$ cat src/rtl/tx_iq_pkg.sv
// Shared types and helpers for the transmit I/Q output buffer.
package tx_iq_pkg;

    localparam int IQ_W    = 16;
    localparam int UCNT_W  = 16;
    localparam int TAIL_W  = 8;

    // Output sequencer states
    typedef enum logic [1:0] {
        IDLE   = 2'd0,
        PRIME  = 2'd1,
        STREAM = 2'd2,
        TAIL   = 2'd3
    } tx_state_e;

    // One FIFO slot: an I/Q pair plus the end-of-packet marker
    typedef struct packed {
        logic [IQ_W-1:0] i;
        logic [IQ_W-1:0] q;
        logic            last;
    } iq_entry_t;

    // Saturating increment for the per-packet underflow counter
    function automatic logic [UCNT_W-1:0] sat_inc(input logic [UCNT_W-1:0] v);
        return (v == {UCNT_W{1'b1}}) ? v : v + 1'b1;
    endfunction

endpackage

$ cat src/rtl/tx_iq_fifo.sv
// Synchronous FIFO of iq_entry_t with occupancy and a count of stored
// last-marked entries, so the parent can tell a short packet is complete.
module tx_iq_fifo
    import tx_iq_pkg::*;
#(
    parameter int DEPTH_LOG2 = 4
) (
    input  logic                clk,
    input  logic                rstn,
    input  logic                push_i,
    input  iq_entry_t           wdata_i,
    input  logic                pop_i,
    output iq_entry_t           rdata_o,
    output logic                full_o,
    output logic                empty_o,
    output logic [DEPTH_LOG2:0] count_o,
    output logic [DEPTH_LOG2:0] last_cnt_o
);

    localparam int DEPTH = 1 << DEPTH_LOG2;
    localparam logic [DEPTH_LOG2:0] DEPTH_C = (DEPTH_LOG2 + 1)'(DEPTH);

    iq_entry_t mem [DEPTH];

    logic [DEPTH_LOG2-1:0] wr_ptr_q, wr_ptr_d;
    logic [DEPTH_LOG2-1:0] rd_ptr_q, rd_ptr_d;
    logic [DEPTH_LOG2:0]   count_q, count_d;
    logic [DEPTH_LOG2:0]   last_cnt_q, last_cnt_d;
    logic                  do_push;
    logic                  do_pop;

    // Full is taken from the registered count only: a same-cycle pop never frees a slot for a push
    assign full_o     = (count_q == DEPTH_C);
    assign empty_o    = (count_q == '0);
    assign count_o    = count_q;
    assign last_cnt_o = last_cnt_q;
    assign do_push    = push_i && !full_o;
    assign do_pop     = pop_i && !empty_o;

    // Fall-through read so a strobe can pop and load the output register in the same cycle
    assign rdata_o = mem[rd_ptr_q];

    // Storage write; contents need no reset since occupancy gates every read
    always_ff @(posedge clk) begin
        if (do_push) begin
            mem[wr_ptr_q] <= wdata_i;
        end
    end

    // Pointer, occupancy and last-count next-state
    always_comb begin
        wr_ptr_d   = wr_ptr_q;
        rd_ptr_d   = rd_ptr_q;
        count_d    = count_q;
        last_cnt_d = last_cnt_q;
        if (do_push) begin
            wr_ptr_d = wr_ptr_q + 1'b1;
        end
        if (do_pop) begin
            rd_ptr_d = rd_ptr_q + 1'b1;
        end
        case ({do_push, do_pop})
            2'b10:   count_d = count_q + 1'b1;
            2'b01:   count_d = count_q - 1'b1;
            default: count_d = count_q;
        endcase
        case ({do_push && wdata_i.last, do_pop && rdata_o.last})
            2'b10:   last_cnt_d = last_cnt_q + 1'b1;
            2'b01:   last_cnt_d = last_cnt_q - 1'b1;
            default: last_cnt_d = last_cnt_q;
        endcase
    end

    // Pointer and counter registers
    always_ff @(posedge clk or negedge rstn) begin
        if (!rstn) begin
            wr_ptr_q   <= '0;
            rd_ptr_q   <= '0;
            count_q    <= '0;
            last_cnt_q <= '0;
        end else begin
            wr_ptr_q   <= wr_ptr_d;
            rd_ptr_q   <= rd_ptr_d;
            count_q    <= count_d;
            last_cnt_q <= last_cnt_d;
        end
    end

endmodule

$ cat src/rtl/tx_iq_out_buffer.sv
// DAC-side output buffer: queues scaled I/Q pairs, primes, then releases one
// sample per DAC strobe, zero-fills underflows and appends a zero tail.
module tx_iq_out_buffer
    import tx_iq_pkg::*;
#(
    parameter int DEPTH_LOG2  = 4,
    parameter int START_LEVEL = 8,
    parameter int TAIL_LEN    = 16
) (
    input  logic              clk,
    input  logic              rstn,
    input  logic [IQ_W-1:0]   in_i,
    input  logic [IQ_W-1:0]   in_q,
    input  logic              in_last,
    input  logic              in_valid,
    output logic              in_ready,
    input  logic              dac_strobe,
    output logic [2*IQ_W-1:0] dac_iq,
    output logic              dac_valid,
    output logic              tx_active,
    output logic              underflow,
    output logic [UCNT_W-1:0] underflow_cnt,
    output logic              tx_done
);

    localparam logic [DEPTH_LOG2:0] START_C = (DEPTH_LOG2 + 1)'(START_LEVEL);
    localparam logic [TAIL_W-1:0]   TAIL_C  = TAIL_W'(TAIL_LEN);

    tx_state_e           state_q, state_d;
    logic [TAIL_W-1:0]   tail_cnt_q, tail_cnt_d;
    logic [2*IQ_W-1:0]   dac_iq_q, dac_iq_d;
    logic                dac_valid_q, dac_valid_d;
    logic                underflow_q, underflow_d;
    logic [UCNT_W-1:0]   ucnt_q, ucnt_d;
    logic                tx_done_q, tx_done_d;
    logic                tx_active_q, tx_active_d;

    iq_entry_t           wr_entry;
    iq_entry_t           rd_entry;
    logic                fifo_pop;
    logic                fifo_full;
    logic                fifo_empty;
    logic [DEPTH_LOG2:0] fifo_count;
    logic [DEPTH_LOG2:0] fifo_last_cnt;

    assign wr_entry = '{i: in_i, q: in_q, last: in_last};

    tx_iq_fifo #(
        .DEPTH_LOG2 (DEPTH_LOG2)
    ) u_fifo (
        .clk        (clk),
        .rstn       (rstn),
        .push_i     (in_valid),
        .wdata_i    (wr_entry),
        .pop_i      (fifo_pop),
        .rdata_o    (rd_entry),
        .full_o     (fifo_full),
        .empty_o    (fifo_empty),
        .count_o    (fifo_count),
        .last_cnt_o (fifo_last_cnt)
    );

    // Ready depends only on registered occupancy, so it reads 1 throughout reset
    assign in_ready = !fifo_full;

    // Sequencer and output next-state
    always_comb begin
        state_d     = state_q;
        tail_cnt_d  = tail_cnt_q;
        dac_iq_d    = dac_iq_q;
        dac_valid_d = dac_valid_q;
        underflow_d = 1'b0;
        ucnt_d      = ucnt_q;
        tx_done_d   = 1'b0;
        fifo_pop    = 1'b0;
        case (state_q)
            IDLE: begin
                dac_iq_d    = '0;
                dac_valid_d = 1'b0;
                if (!fifo_empty) begin
                    state_d = PRIME;
                    ucnt_d  = '0;
                end
            end
            PRIME: begin
                dac_iq_d    = '0;
                dac_valid_d = 1'b0;
                // A complete short packet must not wait for the start level
                if (fifo_count >= START_C || fifo_last_cnt != '0) begin
                    state_d = STREAM;
                end
            end
            STREAM: begin
                if (dac_strobe) begin
                    if (fifo_empty) begin
                        dac_iq_d    = '0;
                        dac_valid_d = 1'b0;
                        underflow_d = 1'b1;
                        ucnt_d      = sat_inc(ucnt_q);
                    end else begin
                        fifo_pop    = 1'b1;
                        dac_iq_d    = {rd_entry.i, rd_entry.q};
                        dac_valid_d = 1'b1;
                        if (rd_entry.last) begin
                            if (TAIL_C == '0) begin
                                state_d   = IDLE;
                                tx_done_d = 1'b1;
                            end else begin
                                state_d    = TAIL;
                                tail_cnt_d = TAIL_C;
                            end
                        end
                    end
                end
            end
            TAIL: begin
                if (dac_strobe) begin
                    dac_iq_d    = '0;
                    dac_valid_d = 1'b0;
                    tail_cnt_d  = tail_cnt_q - 1'b1;
                    if (tail_cnt_q == TAIL_W'(1)) begin
                        state_d   = IDLE;
                        tx_done_d = 1'b1;
                    end
                end
            end
            default: state_d = IDLE;
        endcase
        tx_active_d = (state_d != IDLE);
    end

    // State and registered outputs; reset discards the packet without tx_done
    always_ff @(posedge clk or negedge rstn) begin
        if (!rstn) begin
            state_q     <= IDLE;
            tail_cnt_q  <= '0;
            dac_iq_q    <= '0;
            dac_valid_q <= 1'b0;
            underflow_q <= 1'b0;
            ucnt_q      <= '0;
            tx_done_q   <= 1'b0;
            tx_active_q <= 1'b0;
        end else begin
            state_q     <= state_d;
            tail_cnt_q  <= tail_cnt_d;
            dac_iq_q    <= dac_iq_d;
            dac_valid_q <= dac_valid_d;
            underflow_q <= underflow_d;
            ucnt_q      <= ucnt_d;
            tx_done_q   <= tx_done_d;
            tx_active_q <= tx_active_d;
        end
    end

    assign dac_iq        = dac_iq_q;
    assign dac_valid     = dac_valid_q;
    assign underflow     = underflow_q;
    assign underflow_cnt = ucnt_q;
    assign tx_done       = tx_done_q;
    assign tx_active     = tx_active_q;

endmodule

$ cat config.mk
export PLATFORM = sky130hd
export DESIGN_NAME = tx_iq_out_buffer
export DESIGN_NICKNAME = d
export VERILOG_FILES = /design/src/rtl/tx_iq_pkg.sv /design/src/rtl/tx_iq_fifo.sv /design/src/rtl/tx_iq_out_buffer.sv
export SDC_FILE = /design/constraint.sdc
export NUM_CORES = 1
export LEC_CHECK = 0
export BUFFER_PORTS_ARGS = -buffer_cell sky130_fd_sc_hd__buf_2
export CAP_MARGIN = 20
export CORE_ASPECT_RATIO = 1.1
export CORE_MARGIN = 10
export CORE_UTILIZATION = 40
export DETAILED_ROUTE_END_ITERATION = 16
export PLACE_DENSITY = 0.61
export SYNTH_ARGS = -nofsm -noshare
export SYNTH_HDL_FRONTEND = slang
export SYNTH_HIERARCHICAL = 1
export SYNTH_SLANG_ARGS = --single-unit
$ cat constraint.sdc
create_clock -name clk -period 4.21 [get_ports clk]
set_input_delay 0.2105 -clock clk [delete_from_list [all_inputs] [get_ports clk]]
set_output_delay 0.2105 -clock clk [all_outputs]
set_load 0.01 [all_outputs]
# ---- Yosys cells after proc, flatten, opt, wreduce, memory -nomap -nowiden
# Memory sizes are Yosys's and may differ from the RTL's.
# Index checks and enable logic that the tools add are counted.
dict set report op_classes {
  n_addsub 8
  n_lt_le_gt_ge 1
  eq_ne 17
  mux 38
  n_reduce_logical 19
}
# op count
set op_table {}
lappend op_table {{$mux W32} 3}
lappend op_table {{$pmux W32 S3} 1}
lappend op_table {{$mux W16} 4}
lappend op_table {{$mux W8} 4}
lappend op_table {{$pmux W16 S2} 1}
lappend op_table {{$pmux W5 S2} 2}
lappend op_table {{$add A16 B1 Y16 const B} 1}
lappend op_table {{$eq A16 B16 Y1 const B} 1}
lappend op_table {{$pmux W8 S2} 1}
lappend op_table {{$mux W2} 7}
lappend op_table {{$mux W1} 13}
lappend op_table {{$ne A2 B2 Y1 const B} 6}
lappend op_table {{$add A5 B1 Y5 const B} 2}
lappend op_table {{$reduce_and A5 Y1} 2}
lappend op_table {{$reduce_bool A2 Y1} 5}
lappend op_table {{$sub A5 B1 Y5 const B} 2}
lappend op_table {{$add A4 B1 Y4 const B} 2}
lappend op_table {{$eq A2 B2 Y1 const B} 4}
lappend op_table {{$eq A8 B1 Y1 const B} 1}
lappend op_table {{$pmux W2 S4} 1}
lappend op_table {{$sub A8 B1 Y8 const B} 1}
lappend op_table {{$eq A2 B1 Y1 const B} 3}
lappend op_table {{$eq A5 B5 Y1 const B} 1}
lappend op_table {{$ge A5 B4 Y1 const B} 1}
lappend op_table {{other kinds (10)} 14}
dict set report totals {
  regBits 80
  ramBits 528
  in_bits 37
  out_inout_bits 53
  word_cells 96
  mem_count 1
}
# name depth word_bits rd rd_clocked_by_memory_dff write_ports line_no
set mem_list {}
lappend mem_list {u_fifo.mem 16 33 1 0 1 tx_iq_fifo.sv:23} ;# iq_entry_t mem [DEPTH];

# ---- Depth between registers and ports, before layout
dict set report logic_depth {
  ltp_word 8
  depth_mapped 15
  mapped_depth_nobuf 13
}

# ---- Modules after synthesis
# The synthesis kept the hierarchy.
# mod n_inst cells_per_inst area_per_inst_um2 seq_area_each_um2
set by_module_without_submodules {}
lappend by_module_without_submodules {tx_iq_fifo 1 948 20973.9 16305.6}
lappend by_module_without_submodules {tx_iq_out_buffer 1 248 2778.9 1551.5}

# ---- Worst setup path before layout
# Ideal clock, no wire load.
dict set report synth_timing {
  kind {register to register}
  start {register u_fifo.count_q[0] (netlist: u_fifo/count_o[0])}
  end {memory u_fifo/mem[3][0] in the netlist's numbering (enable)}
  t_arrival_ns 3.263
  slack_ns 0.482
  path_stages_with_launch 5
  n_path_buf 0
  synth_period_minus_slack_ns 3.728
  cell_sequence {dfrtp_1 -> nor4_1 -> a21boi_2 -> nand2_1 -> nor3_1}
}
dict set report synth_via {
  elab_chain_cells 5
}
# element line_no
set synth_rtl {}
lappend synth_rtl {{start, declared} tx_iq_fifo.sv:27} ;# logic [DEPTH_LOG2:0] count_q, count_d;
lappend synth_rtl {{start signal, assigned} tx_iq_fifo.sv:84} ;# count_q <= count_d;
lappend synth_rtl {{$eq A5 B5 Y1} tx_iq_fifo.sv:33} ;# assign full_o = (count_q == DEPTH_C);
lappend synth_rtl {{$logic_not A1 Y1} tx_iq_fifo.sv:37} ;# assign do_push = push_i && !full_o;
lappend synth_rtl {{$logic_and A1 B1 Y1} tx_iq_fifo.sv:37}
lappend synth_rtl {{$mux W1} tx_iq_fifo.sv:45} ;# if (do_push) begin
lappend synth_rtl {{$mux W1 (not written as such)} tx_iq_fifo.sv:46} ;# mem[wr_ptr_q] <= wdata_i;
lappend synth_rtl {{end, declared} tx_iq_fifo.sv:23}
# No other way between the ends.

# ---- Worst setup path in the final report
dict set report layout_timing {
  start {register u_fifo.count_q[0] (netlist: u_fifo/count_o[0])}
  end {register u_fifo.last_cnt_q[4] (netlist: u_fifo/last_cnt_o[4])}
}
dict set report layout_via {
  elab_chain_cells 8
  elab_cells_between_ends 15
  classes_between {eq/ne (3); mux (4); reduce/logical (8)}
}
# element line_no
set layout_rtl {}
lappend layout_rtl {{$logic_not A5 Y1 (*)} tx_iq_fifo.sv:34} ;# assign empty_o = (count_q == '0);
lappend layout_rtl {{via fifo_empty} tx_iq_out_buffer.sv:42} ;# logic fifo_empty;
lappend layout_rtl {{$mux W1} tx_iq_out_buffer.sv:95} ;# if (fifo_empty) begin
lappend layout_rtl {{$mux W1} tx_iq_out_buffer.sv:94} ;# if (dac_strobe) begin
lappend layout_rtl {{$mux W1} tx_iq_out_buffer.sv:76} ;# case (state_q)
lappend layout_rtl {{$logic_and A1 B1 Y1 (*)} tx_iq_fifo.sv:38} ;# assign do_pop = pop_i && !empty_o;
lappend layout_rtl {{$logic_and A1 B1 Y1 (*)} tx_iq_fifo.sv:67} ;# case ({do_push && wdata_i.last, do_pop && rdata_o.last})
lappend layout_rtl {{$eq A2 B1 Y1 or $eq A2 B2 Y1 (tied branches)} tx_iq_fifo.sv:67}
lappend layout_rtl {{$pmux W5 S2 or $reduce_bool A2 Y1 (tied branches)} n/a}
lappend layout_rtl {{end signal, assigned} tx_iq_fifo.sv:85} ;# last_cnt_q <= last_cnt_d;
lappend layout_rtl {{end, declared} tx_iq_fifo.sv:28} ;# logic [DEPTH_LOG2:0] last_cnt_q, last_cnt_d;
# The timed path passes the listed nets; every way through them passes the cells marked *.
# A chain may end at the register's enable or synchronous reset.

==> results by group <==
Outcome
  • Status: finished clean

Clocking
  • Count of cells resized by post-cts repair: 0
  • TritonCTS clock tree: built
  • Clock latency at the later pin of the worst-skew pair: 0.62 ns
  • Clock root buffer master: clkbuf_16
  • Clock-pin slew on the worst setup and hold paths: 0.06 ns
  • Clock Sinks: 608
  • Hold-fix buffers at CTS: 34
  • Setup bufs post-CTS: 0
  • Level count of the clock H-tree: 2
  • Maximum buffer depth of the clock tree: 3
  • Number of buffers created by CTS: 61

Route
  • Number of antenna-violating nets in the routed design: 0
  • Total Wirelength: 52500 um
  • Via Count: 11825
  • Count of TritonRoute iterations in the first routing pass: 6
  • Average wire per cell in the routed design: 24.3 um
  • Count of unresolved DRC violations after routing: 0
  • Routed vias/inst: 5.48
  • DR iter-0 viols: 1001

Yosys
  • Async set-reset flop share out of synthesis: 0.132
  • Net count after synthesis: 1251
  • Share of the synthesized area in the top cell type: 0.668
  • Unique cell type count in the Yosys netlist: 49
  • Post-synthesis instance total: 1196
  • Area leader, netlist: edfxtp_1
  • Warnings, synthesis: 6
  • Sequential share of the synthesized area: 0.752
  • Dominant cells by area after synthesis: edfxtp_1 67%, mux4_2 13%, dfrtp_1 8.4%, a22oi_1 2.1%, nand2_1 1.2%
  • Syn avg cell area: 19.9 um^2
  • Most used flip-flop cell after synthesis: edfxtp_1
  • Netlist area before placement: 23800 um^2
  • Synth Register Bits: 608
  • EDFF count, synth: 528

Worst setup path
  • R2R depth: 12
  • Capturing element type of the critical path: flip-flop
  • Crit path from: u_fifo/count_o[0]
  • Slowest-stage cell, CP: or4_4
  • FF-to-FF setup slack: 0.64 ns
  • Cell chain of the critical path: or4_4 > nor2_1 > nor2_1 > and2_2 > o21ai_4 > a211oi_1 > ha_1 > ha_1 > nor2b_1 > o21a_1 > o311ai_0 > o311ai_0
  • Critical path startpoint category: flip-flop
  • Stage delay of the slowest cell on the critical path: 0.57 ns
  • Reg2Reg Launch Point: u_fifo/count_o[0]
  • Required time of the critical path: 4.67 ns
  • Reg2reg end: u_fifo/last_cnt_o[4]
  • Critical path arrival: 4.03 ns
  • CP Max Fanout: 8
  • Setup CP Type: reg2reg

Floorplanning
  • Area of the core: 58600 um^2
  • FP Rows: 93
  • Horiz. Die Dim: 252 um
  • Floorplan die area: 69500 um^2
  • Overall die height: 276 um
  • IO Pins: 90
  • Initial core utilization: 0.405

Layout
  • Final standard cell count with taps included and fillers excluded: 2157
  • Total inserted antenna cells: 0
  • Area of the multi-input gates: 5620 um^2
  • Relative area change from synthesis to final layout: 16.5%
  • Net total in the final layout: 1399
  • Commonest non-fill, non-tap cell in the layout: edfxtp_1
  • Register area: 17900 um^2
  • Share of final-layout standard cells stronger than drive strength 1: 0.266
  • Number of filler instances in the final layout: 4907
  • Most frequent cells in the layout: 528 x edfxtp_1, 132 x mux4_2, 88 x buf_2, 78 x nand2_1, 78 x dfrtp_1

Job
  • Max Cap Violations: 0

Pwr
  • Static leakage: 9.45 nW
  • Max rail drop VDD: 513 uV
  • Power density of the placed cells: 625 nW/um^2

STA
  • Number of pins with negative max-slew slack in the final report: 0
  • FMAX: 0.280 GHz
  • Maximum clock skew at final layout: 0.0279 ns
  • Max-slew headroom at the worst pin: 0.248
  • Portion of the clock cycle consumed by the worst path in the final layout: 0.848
  • RSZ-0062 raised after global routing: no
  • Final number of hold-violating endpoints: 0
  • Accumulated negative setup slack: 0 ns
  • Final number of setup-violating endpoints: 0
  • Actual slew at the worst max-slew pin: 1.13 ns
  • Final-layout worst hold slack: 0.0450 ns
  • Clock period minus worst slack: 3.57 ns

Hold path
  • Tightest Hold Check Type: in2reg
  • Hold path start: dac_strobe
  • Worst Hold Depth: 3
  • Hold endpoint: underflow

GRT
  • Number of antenna violations at the first check in global routing: 3
  • All-layer global routing usage: 0.152
  • Via count of the first global-routing pass: 12417
  • Wire length of the first global-routing pass: 79200 um
  • Gr ovfl total: 0
  • Pin count of the biggest net entering global routing: 131

Placement
  • Placed Cells incl. Taps: 2007
  • Buffers added on ports: 89
  • Final HPWL DP: 29100 um
  • Placer congestion estimate: 0.780
## synthesized netlist by cell type, drive strengths merged, types with 2 or more instances
library cell  instances
a211oi                8
a21o                  4
a21oi                10
a22o                 32
a22oi                65
and2                  4
and3                  2
buf                  27
clkbuf               39
dfrtp                80
edfxtp              528
fa                    2
ha                   16
inv                  19
mux2                  2
mux2i                13
mux4                132
nand2                78
nand2b                9
nand3                 2
nand4                 3
nor2                 26
nor2b                 7
nor3                 14
nor3b                 2
nor4                  7
o2111ai               3
o211ai                5
o21a                  3
o21ai                11
o311ai                4
o31a                  3
o31ai                 2
or3                   6
or4                   4
xnor2                 8
xor2                  9
## metrics by stage
step                area [um^2]   util  power (mW)  setup slack (ns)
floorplan                 23800      -        10.7             0.482
global placement          25300  0.431        11.9             0.749
detailed placement        25300  0.431        12.0             0.681
CTS                       27700  0.472        17.5             0.632
global route              27700  0.472        18.1             0.432
finish                    27700  0.472        17.3             0.640
## flip-flops by register name, indices dropped and copies added (netlist names)
register and cells:
u_fifo/count_o 5, underflow 1, underflow_cnt 16, u_fifo/rd_ptr_q 4, tail_cnt_q 8, dac_iq 32, tx_done 1, u_fifo/wr_ptr_q 4
u_fifo/last_cnt_o 5, tx_active 1, dac_valid 1, u_fifo/mem 528, state_q 2
## logic make-up (layout without fill, tap and decap cells)
family | count (synthesis) | count (layout) | synth area share
and+or+nand+nor | 169 | 169 | 0.0337
xor gates and xnor gates | 17 | 17 | 0.00627
muxes | 147 | 147 | 0.132
adders and majority gates | 18 | 18 | 0.0101
buffers and inverters | 85 | 286 | 0.0174
DFF | 608 | 608 | 0.752
AOI/OAI and AO/OA | 152 | 152 | 0.0491
## per-layer routing
layer  vias to the layer above  share of wire  GRT usage
met4                         4          0.019     0.0391
met1                      6254           0.44      0.205
met5                         -        0.00027          0
met3                        70          0.047     0.0262
li1                       5203              -          -
met2                       294           0.50      0.253
## how the worst max path moves through the flow
stage | slack [ns] | depth (start not counted) | to
2_1_floorplan | 0.48 | 4 | u_fifo/mem[3][0]
3_3_place_gp | 0.75 | 10 | u_fifo/last_cnt_o[4]
3_5_place_dp | 0.68 | 12 | u_fifo/last_cnt_o[4]
4_1_cts | 0.63 | 12 | u_fifo/last_cnt_o[4]
5_1_grt | 0.43 | 12 | u_fifo/count_o[4]
6_report | 0.64 | 12 | u_fifo/last_cnt_o[4]
## power by group
| group | internal (mW) | switching (mW) | leakage [nW] |
|---|---|---|---|
| Combinational | 1.83 | 2.25 | 2.69 |
| Sequential | 7.31 | 0.402 | 5.76 |
| Clock | 3.29 | 2.21 | 0.999 |
## worst max-delay path, delay by kind of cell, from the launching register on
family,cells,cell delay (ns)
DFF,1,0.43
adders and majority gates,2,0.69
AOI/OAI and AO/OA,5,0.91
and+or+nand+nor,5,1.37
## final cells by class
type	count	share of cell area
multi-input cells	503	0.203
repair buffers	151	0.0397
inverters	19	0.00258
flip-flops and latches	608	0.646
clock inverters	28	0.0118
well taps	760	0.0344
clock buffers	88	0.0629
Power figures use the tool's default switching activity.
